===== src/rtl/serial_tc_decoder.sv =====
// Bit-serial two's-complement to sign-magnitude decoder, LSB first.
// Magnitude is rebuilt on the fly: copy bits through the first 1, invert the rest.
//
// state | meaning
// ------+---------------------------------------------------------------
// IDLE  | waiting for start; bit_valid ignored
// SHIFT | accepting WIDTH bits on bit_valid, gaps allowed
// DONE  | one-cycle result strobe; start and bit_valid ignored
module serial_tc_decoder #(
    parameter int WIDTH = 4
) (
    input  logic             clk,
    input  logic             rst_n,
    input  logic             start,
    input  logic             bit_valid,
    input  logic             bit_in,
    output logic             busy,
    output logic             done,
    output logic             sign,
    output logic [WIDTH-1:0] mag
);

    localparam int CW = $clog2(WIDTH) + 1;

    typedef enum logic [1:0] {
        IDLE  = 2'd0,
        SHIFT = 2'd1,
        DONE  = 2'd2
    } state_t;

    state_t          state;
    logic [WIDTH-1:0] raw;
    logic [WIDTH-1:0] neg;
    logic [CW-1:0]    count;
    logic             seen_one;

    logic [WIDTH-1:0] raw_nxt;
    logic [WIDTH-1:0] neg_nxt;
    logic             last_bit;

    assign raw_nxt  = {bit_in, raw[WIDTH-1:1]};
    assign neg_nxt  = {(seen_one ? ~bit_in : bit_in), neg[WIDTH-1:1]};
    assign last_bit = (count == CW'(WIDTH - 1));

    always_ff @(posedge clk or negedge rst_n) begin
        if (!rst_n) begin
            state    <= IDLE;
            raw      <= '0;
            neg      <= '0;
            count    <= '0;
            seen_one <= 1'b0;
            busy     <= 1'b0;
            done     <= 1'b0;
            sign     <= 1'b0;
            mag      <= '0;
        end else begin
            case (state)
                IDLE: begin
                    done <= 1'b0;
                    if (start) begin
                        state    <= SHIFT;
                        raw      <= '0;
                        neg      <= '0;
                        count    <= '0;
                        seen_one <= 1'b0;
                        busy     <= 1'b1;
                    end
                end
                SHIFT: begin
                    if (bit_valid) begin
                        raw      <= raw_nxt;
                        neg      <= neg_nxt;
                        seen_one <= seen_one | bit_in;
                        count    <= count + 1'b1;
                        // Result is registered on the accepting edge so it is
                        // already valid during the DONE cycle.
                        if (last_bit) begin
                            state <= DONE;
                            done  <= 1'b1;
                            sign  <= raw_nxt[WIDTH-1];
                            mag   <= raw_nxt[WIDTH-1] ? neg_nxt : raw_nxt;
                        end
                    end
                end
                DONE: begin
                    state <= IDLE;
                    done  <= 1'b0;
                    busy  <= 1'b0;
                end
                default: begin
                    state <= IDLE;
                    done  <= 1'b0;
                    busy  <= 1'b0;
                end
            endcase
        end
    end

endmodule

===== config.mk =====
export PLATFORM = sky130hd
export DESIGN_NAME = serial_tc_decoder
export DESIGN_NICKNAME = d
export VERILOG_FILES = /design/src/rtl/serial_tc_decoder.sv
export SDC_FILE = /design/constraint.sdc
export NUM_CORES = 1
export LEC_CHECK = 0
export CORE_MARGIN = 5
export CORE_UTILIZATION = 23
export DETAILED_ROUTE_END_ITERATION = 8
export DONT_BUFFER_PORTS = 1
export PLACE_DENSITY = 0.44
export SLEW_MARGIN = 20
export SYNTH_ARGS = -nofsm -noshare
export SYNTH_HDL_FRONTEND = slang
export SYNTH_SLANG_ARGS = --single-unit

===== constraint.sdc =====
create_clock -name clk -period 2.55 [get_ports clk]
set_clock_uncertainty 0.15 [all_clocks]
set_input_delay 0.51 -clock clk [delete_from_list [all_inputs] [get_ports clk]]
set_output_delay 0.51 -clock clk [all_outputs]
set_load 0.005 [all_outputs]

==> results of run 1 <==
==> cells in the mapped netlist (all sizes together) (2+ instances only) <==
cell type	n
nand2b	3
nor2	2
a21oi	2
and3b	2
inv	12
dfrtp	19
o221ai	8
buf	5
nand3b	7
a221o	2
ha	4
mux2	8
nand2	6
==> worst max-delay path by stage <==
stage                         startpoint            endpoint  slack (ns)  cells after the start
finish              count[0]$_DFFE_PN0P_  mag[1]$_DFFE_PN0P_        0.81                      4
global route        count[0]$_DFFE_PN0P_  mag[2]$_DFFE_PN0P_        0.71                      4
CTS                 count[0]$_DFFE_PN0P_  mag[2]$_DFFE_PN0P_        0.79                      4
detailed placement  count[0]$_DFFE_PN0P_  mag[2]$_DFFE_PN0P_        0.80                      4
global placement    count[1]$_DFFE_PN0P_  mag[0]$_DFFE_PN0P_        0.85                      4
floorplan           count[0]$_DFFE_PN0P_  mag[0]$_DFFE_PN0P_        0.91                      5
==> per-stage QoR <==
step	cells	instance area, um2	setup WS (ns)	hold slack, ns
floorplan	88	994.7	0.9079	0.06441
global placement	135	1027	0.8530	0.06514
detailed placement	135	1027	0.7957	0.06521
CTS	140	1084	0.7917	0.2065
global route	140	1084	0.7057	0.2079
finish	140	1084	0.8113	0.2087
==> cell families after synthesis <==
family | count (synthesis)
buffers and inverters | 18
multiplexers | 8
AND/OR/NAND/NOR | 24
adder cells (fa/ha/maj) | 4
AO/OA/AOI/OAI | 15
flip-flops | 19
==> per-layer routing <==
layer	global-route usage (%)	vias up	share of wire, %
li1	-	311	-
met1	11.39	304	49
met2	12.45	11	45
met3	1.451	5	4.1
met4	2.913	0	1.7
met5	0	-	0
==> area by class of cell <==
cell class,count,area [um2]
clock buffers,3,41.29
multi-input cells,51,434.2
well taps,52,65.06
fillers,469,3181
clock inverters,1,5.005
repair buffers,2,17.52
inverters,12,45.04
flip-flops and latches,19,475.5
==> sequential cells by signal (all words and copies together), names as in the netlist <==
signal    count
seen_one      1
neg           3
busy          1
raw           3
done          1
count         3
sign          1
mag           4
state         2
==> power by group <==
group | total, W | internal [W] | switching, W | leakage, nW
Clock | 0.000210 | 0.000109 | 0.000101 | 0.0255
Combinational | 0.000436 | 0.000225 | 0.000212 | 0.230
Sequential | 0.000547 | 0.000435 | 0.000112 | 0.238
Total | 0.00119 | 0.000768 | 0.000425 | 0.493
==> critical path, stage by stage (launching register included) <==
cell     delay [ns]
dfrtp_1        0.38
ha_1           0.17
ha_1           0.18
and4b_1        0.41
mux2_4         0.33
==> key figures, run 1 <==
Cells and area
  – Final Core Density: 25.41%
  – Ant diodes: 0
  – Fraction of layout cells with a size suffix above 1: 15.91%
  – Layout net count: 98
  – Synth-to-Final Area Change: 8.931%
  – Commonest non-fill, non-tap cell in the layout: dfrtp_1
  – Commonest non-fill, non-tap cells in the layout: dfrtp_1 (19), inv_1 (12), o221ai_1 (8), nand3b_1 (7), nand2_1 (6)

Place
  – GP Congestion: 0.6615
  – HPWL reported at the end of detailed placement: 1.366 mm
  – IO Port Bufs: 0

GRT
  – Vias in the first global route: 706
  – Largest net degree at the start of global routing: 24
  – GRT Util Overall: 8.125%
  – GRT overflow: 0
  – Initial antenna violation count: 0
  – Global-route wire length before repair: 3.615 mm

Die
  – Row Count: 24
  – Die area: 0.005740 mm2
  – Die height: 75.77 um
  – Core Region: 0.004264 mm2
  – Die X: 75.77 um
  – Io pins: 12
  – Initial Utilization: 23.33%

Status
  – Status: finished, final reports clean

Clocking
  – Num CTS Buffers: 3
  – H-tree Lvls: 1
  – Clock root buffer: clkbuf_8
  – Clock sinks: 19
  – Clk Latency, worst-skew pair: 0.25 ns
  – Hold Buf Count CTS: 1
  – Clock buffer depth: 2
  – Cts repair resizes: 0
  – # Post-CTS Setup Buffers: 0
  – CTS clk-pin slew, worst paths: 0.07 ns
  – CTS tree: built

STA
  – Fmax: 0.5752 GHz
  – Final setup viols: 0
  – RSZ-0062 raised after global routing: no
  – Worst-margin pin slew: 0.8901 ns
  – Period utilization: 68.18%
  – Hold Vio Cnt, Final: 0
  – Final Slew Violations: 0
  – Setup_tns: 0 ns
  – Slew margin rel.: 40.46%
  – Crit path time final: 1.739 ns

Synth
  – Avg Inst Size Synth: 11.30 um2
  – Compound-Gate Fraction of Synth Area: 12.45%
  – Seq/Total Area, Yosys: 47.80%
  – Total number of yosys warnings: 0
  – Unique masters post-synth: 24
  – Syn_nets: 97
  – Synth Instances: 88
  – Syn Std Cell Area: 994.7 um2
  – Post-synth EDFFs: 0
  – Synth top area share: 47.80%
  – Combinational family with the most area after synthesis: simple AND/OR/NAND/NOR gates
  – Post-Synth Simple-Gate Area: 15.22%
  – Ys async rst share: 100.0%
  – Multiplexer area fraction after synthesis: 10.94%
  – Ys flop type: dfrtp_1
  – Synth Area in XOR/XNOR: 0%
  – Top cells by area, synth: dfrtp_1 (48%), mux2_4 (7.5%), o221ai_1 (7.0%)
  – Adder-Cell Fraction of Synth Area: 5.031%
  – Yosys top cell by area: dfrtp_1
  – Synthesized flop and latch total: 19

Worst hold path
  – Hold endpoint: state[0]$_DFFE_PN0P_
  – HP Class: in2reg
  – Hold_sp: bit_valid
  – Hold path cells: 1

Pwr
  – Overall power: 0.001193 W
  – VDD IR max: 0.0003277 V
  – Power Dens Cells: 1101 mW/mm2
  – Leak: 0.4926 nW

Setup path
  – Reg2Reg Capture Point: mag[1]$_DFFE_PN0P_
  – Critical path peak fanout: 6
  – Kind of critical path: reg2reg
  – Kind of end point of the critical path: register
  – Reg-to-Reg Start: count[0]$_DFFE_PN0P_
  – Crit path launch type: register
  – Worst EP required: 2.54 ns
  – Reg-to-reg setup timing slack: 0.81 ns
  – Worst reg2reg path depth: 4
  – Arr. time, crit path: 1.73 ns

Routing
  – Iteration-0 DRC Markers: 10
  – Vias per std cell: 4.507
  – WL/cell: 14.26 um
  – Vias: 631
  – Antenna Nets Post-Route: 0
  – Final wirelength: 1.997 mm
  – DR DRC count: 0
  – Drt pass-1 iters: 4

Flow run
  – MaxCap Viol Count: 0
No activity file was read; power rests on OpenSTA's default activity.
==> run 2, diff against run 1 <==
PLACE_DENSITY = 0.45   (was 0.44)
clock period = 1.4 ns   (was 2.55 ns; I/O delays follow)
==> key figures, run 2 (synthesized netlist as in run 1, its figures left out) <==
GRT
  – GRT Util Overall: 8.063%
  – Busiest grt layer: met2
  – Global-route wire length before repair: 3.470 mm
  – Vias in the first global route: 727
  – Met2 Use GR: 12.55%
  – Largest net degree at the start of global routing: 20
  – Grt met1 use: 10.02%
  – M3 GR Usage: 2.507%
  – GRT overflow: 0
  – Initial antenna violation count: 0

Worst hold path
  – Hold endpoint: neg[2]$_DFFE_PN0P_
  – HP Class: in2reg
  – Hold_sp: bit_valid
  – Hold path cells: 1

Routing
  – DR DRC count: 0
  – Drt pass-1 iters: 4
  – Final wirelength: 2.042 mm
  – Vias per std cell: 4.479
  – Iteration-0 DRC Markers: 34
  – Vias: 654
  – WL/cell: 13.99 um
  – Antenna Nets Post-Route: 0

Cells and area
  – Fraction of layout cells with a size suffix above 1: 26.60%
  – Commonest non-fill, non-tap cells in the layout: dfrtp_1 (19), inv_1 (12), o221ai_1 (7), nand3b_1 (7), nand2_1 (6)
  – Biggest register: mag
  – Area occupied by multi-input gates: 475.5 um2
  – Commonest non-fill, non-tap cell in the layout: dfrtp_1
  – Layout net count: 104
  – Fillers: 463
  – Synth-to-Final Area Change: 18.49%
  – Ant diodes: 0
  – Largest register FFs: 4
  – FF+latch area: 475.5 um2

Pwr
  – VDD IR max: 0.0003991 V
  – Leak: 0.5342 nW
  – Power Dens Cells: 2005 mW/mm2

Die
  – Core Region: 0.004264 mm2
  – Io pins: 12
  – Row Count: 24
  – Die X: 75.77 um
  – Die height: 75.77 um
  – Initial Utilization: 23.33%
  – Die area: 0.005740 mm2

STA
  – Hold Vio Cnt, Final: 0
  – Worst-margin pin slew: 0.9134 ns
  – Final WS setup: -0.1625 ns
  – Final Slew Violations: 0
  – Fmax: 0.6400 GHz
  – Crit path time final: 1.563 ns
  – Slew margin rel.: 39.11%
  – Final hold slack: 0.008442 ns
  – Setup_tns: -0.8200 ns
  – Period utilization: 111.6%
  – RSZ-0062 raised after global routing: yes
  – Final setup viols: 6

Clocking
  – H-tree Lvls: 1
  – CTS tree: built
  – Num CTS Buffers: 3
  – Clock buffer depth: 2
  – Clock root buffer: clkbuf_8
  – Clock sinks: 19
  – CTS clk-pin slew, worst paths: 0.07 ns
  – # Post-CTS Setup Buffers: 0
  – Clk Latency, worst-skew pair: 0.25 ns

Flow run
  – MaxCap Viol Count: 0

Setup path
  – Kind of end point of the critical path: register
  – Arr. time, crit path: 1.55 ns
  – Critical path peak fanout: 6
  – Reg-to-Reg Start: count[0]$_DFFE_PN0P_
  – Reg2Reg Capture Point: mag[0]$_DFFE_PN0P_
  – Reg-to-reg setup timing slack: -0.16 ns
  – Crit path launch type: register
  – Kind of critical path: reg2reg
  – Worst EP required: 1.39 ns
  – Worst reg2reg path depth: 4

Place
  – HPWL reported at the end of detailed placement: 1.482 mm
  – IO Port Bufs: 0
  – GP Congestion: 0.7285

Status
  – Status: finished with violations
  – Failing checks: setup timing
-- run 2: cell count changes in the layout (fill, tap and decap cells not counted), sizes merged --
cell / delta
dlymetal6s4s: +1
buf: +5
-- run 2: what timing repair did --
action / in CTS / in global routing
pin swaps: 0 / 3
endpoints found under the setup margin: 6 / 26
hold buffers: 2 / 0
resized for setup: 1 / 7
hold endpoints to repair: 20 / 0
-- run 2: cell type report --
class / instances / area share, %
Clock inverter: 1 / 0.4246
Inverter: 12 / 3.822
Multi-Input combinational cell: 51 / 40.34
Sequential cell: 19 / 40.34
Tap cell: 52 / 5.520
Timing Repair Buffer: 8 / 6.051
Clock buffer: 3 / 3.503
-- run 2: critical path, cell delays in order (launching register included) --
cell	delay [ns]
dfrtp_1	0.40
ha_4	0.16
ha_4	0.12
and4b_4	0.31
mux2_4	0.31
-- run 2: worst max-delay path by stage --
| stage | start | cells past startpoint | end |
|---|---|---|---|
| after floorplan | count[1]$_DFFE_PN0P_ | 5 | mag[0]$_DFFE_PN0P_ |
| after global placement | count[1]$_DFFE_PN0P_ | 4 | mag[0]$_DFFE_PN0P_ |
| after detailed placement | count[1]$_DFFE_PN0P_ | 4 | mag[0]$_DFFE_PN0P_ |
| after CTS | count[1]$_DFFE_PN0P_ | 4 | mag[0]$_DFFE_PN0P_ |
| after global routing | count[0]$_DFFE_PN0P_ | 4 | mag[0]$_DFFE_PN0P_ |
| final | count[0]$_DFFE_PN0P_ | 4 | mag[0]$_DFFE_PN0P_ |
-- run 2: power by group --
| group | switching, W | total (W) | internal [W] |
|---|---|---|---|
| Clock | 0.000186 | 0.000383 | 0.000198 |
| Sequential | 0.000208 | 0.00100 | 0.000793 |
| Combinational | 0.000443 | 0.000978 | 0.000535 |
-- run 2: metal layers --
metal | wire length, um | vias to the layer above
met1 | 925 | 324
li1 | - | 320
met5 | 0 | -
met2 | 1019 | 6
met4 | 23 | 0
met3 | 73 | 4
-- run 2: metrics by stage --
stage / instances / total power [W] / area, um2 / utilization (%) / setup slack (ns)
finish: 146 / 0.002363 / 1179 / 27.64 / -0.1625
global route: 146 / 0.002565 / 1179 / 27.64 / -0.1893
global placement: 140 / 0.001887 / 1080 / 25.32 / -0.2472
CTS: 146 / 0.002328 / 1147 / 26.91 / -0.2118
detailed placement: 140 / 0.001923 / 1080 / 25.32 / -0.2696
floorplan: 88 / 0.001669 / 1010 / - / -0.1743
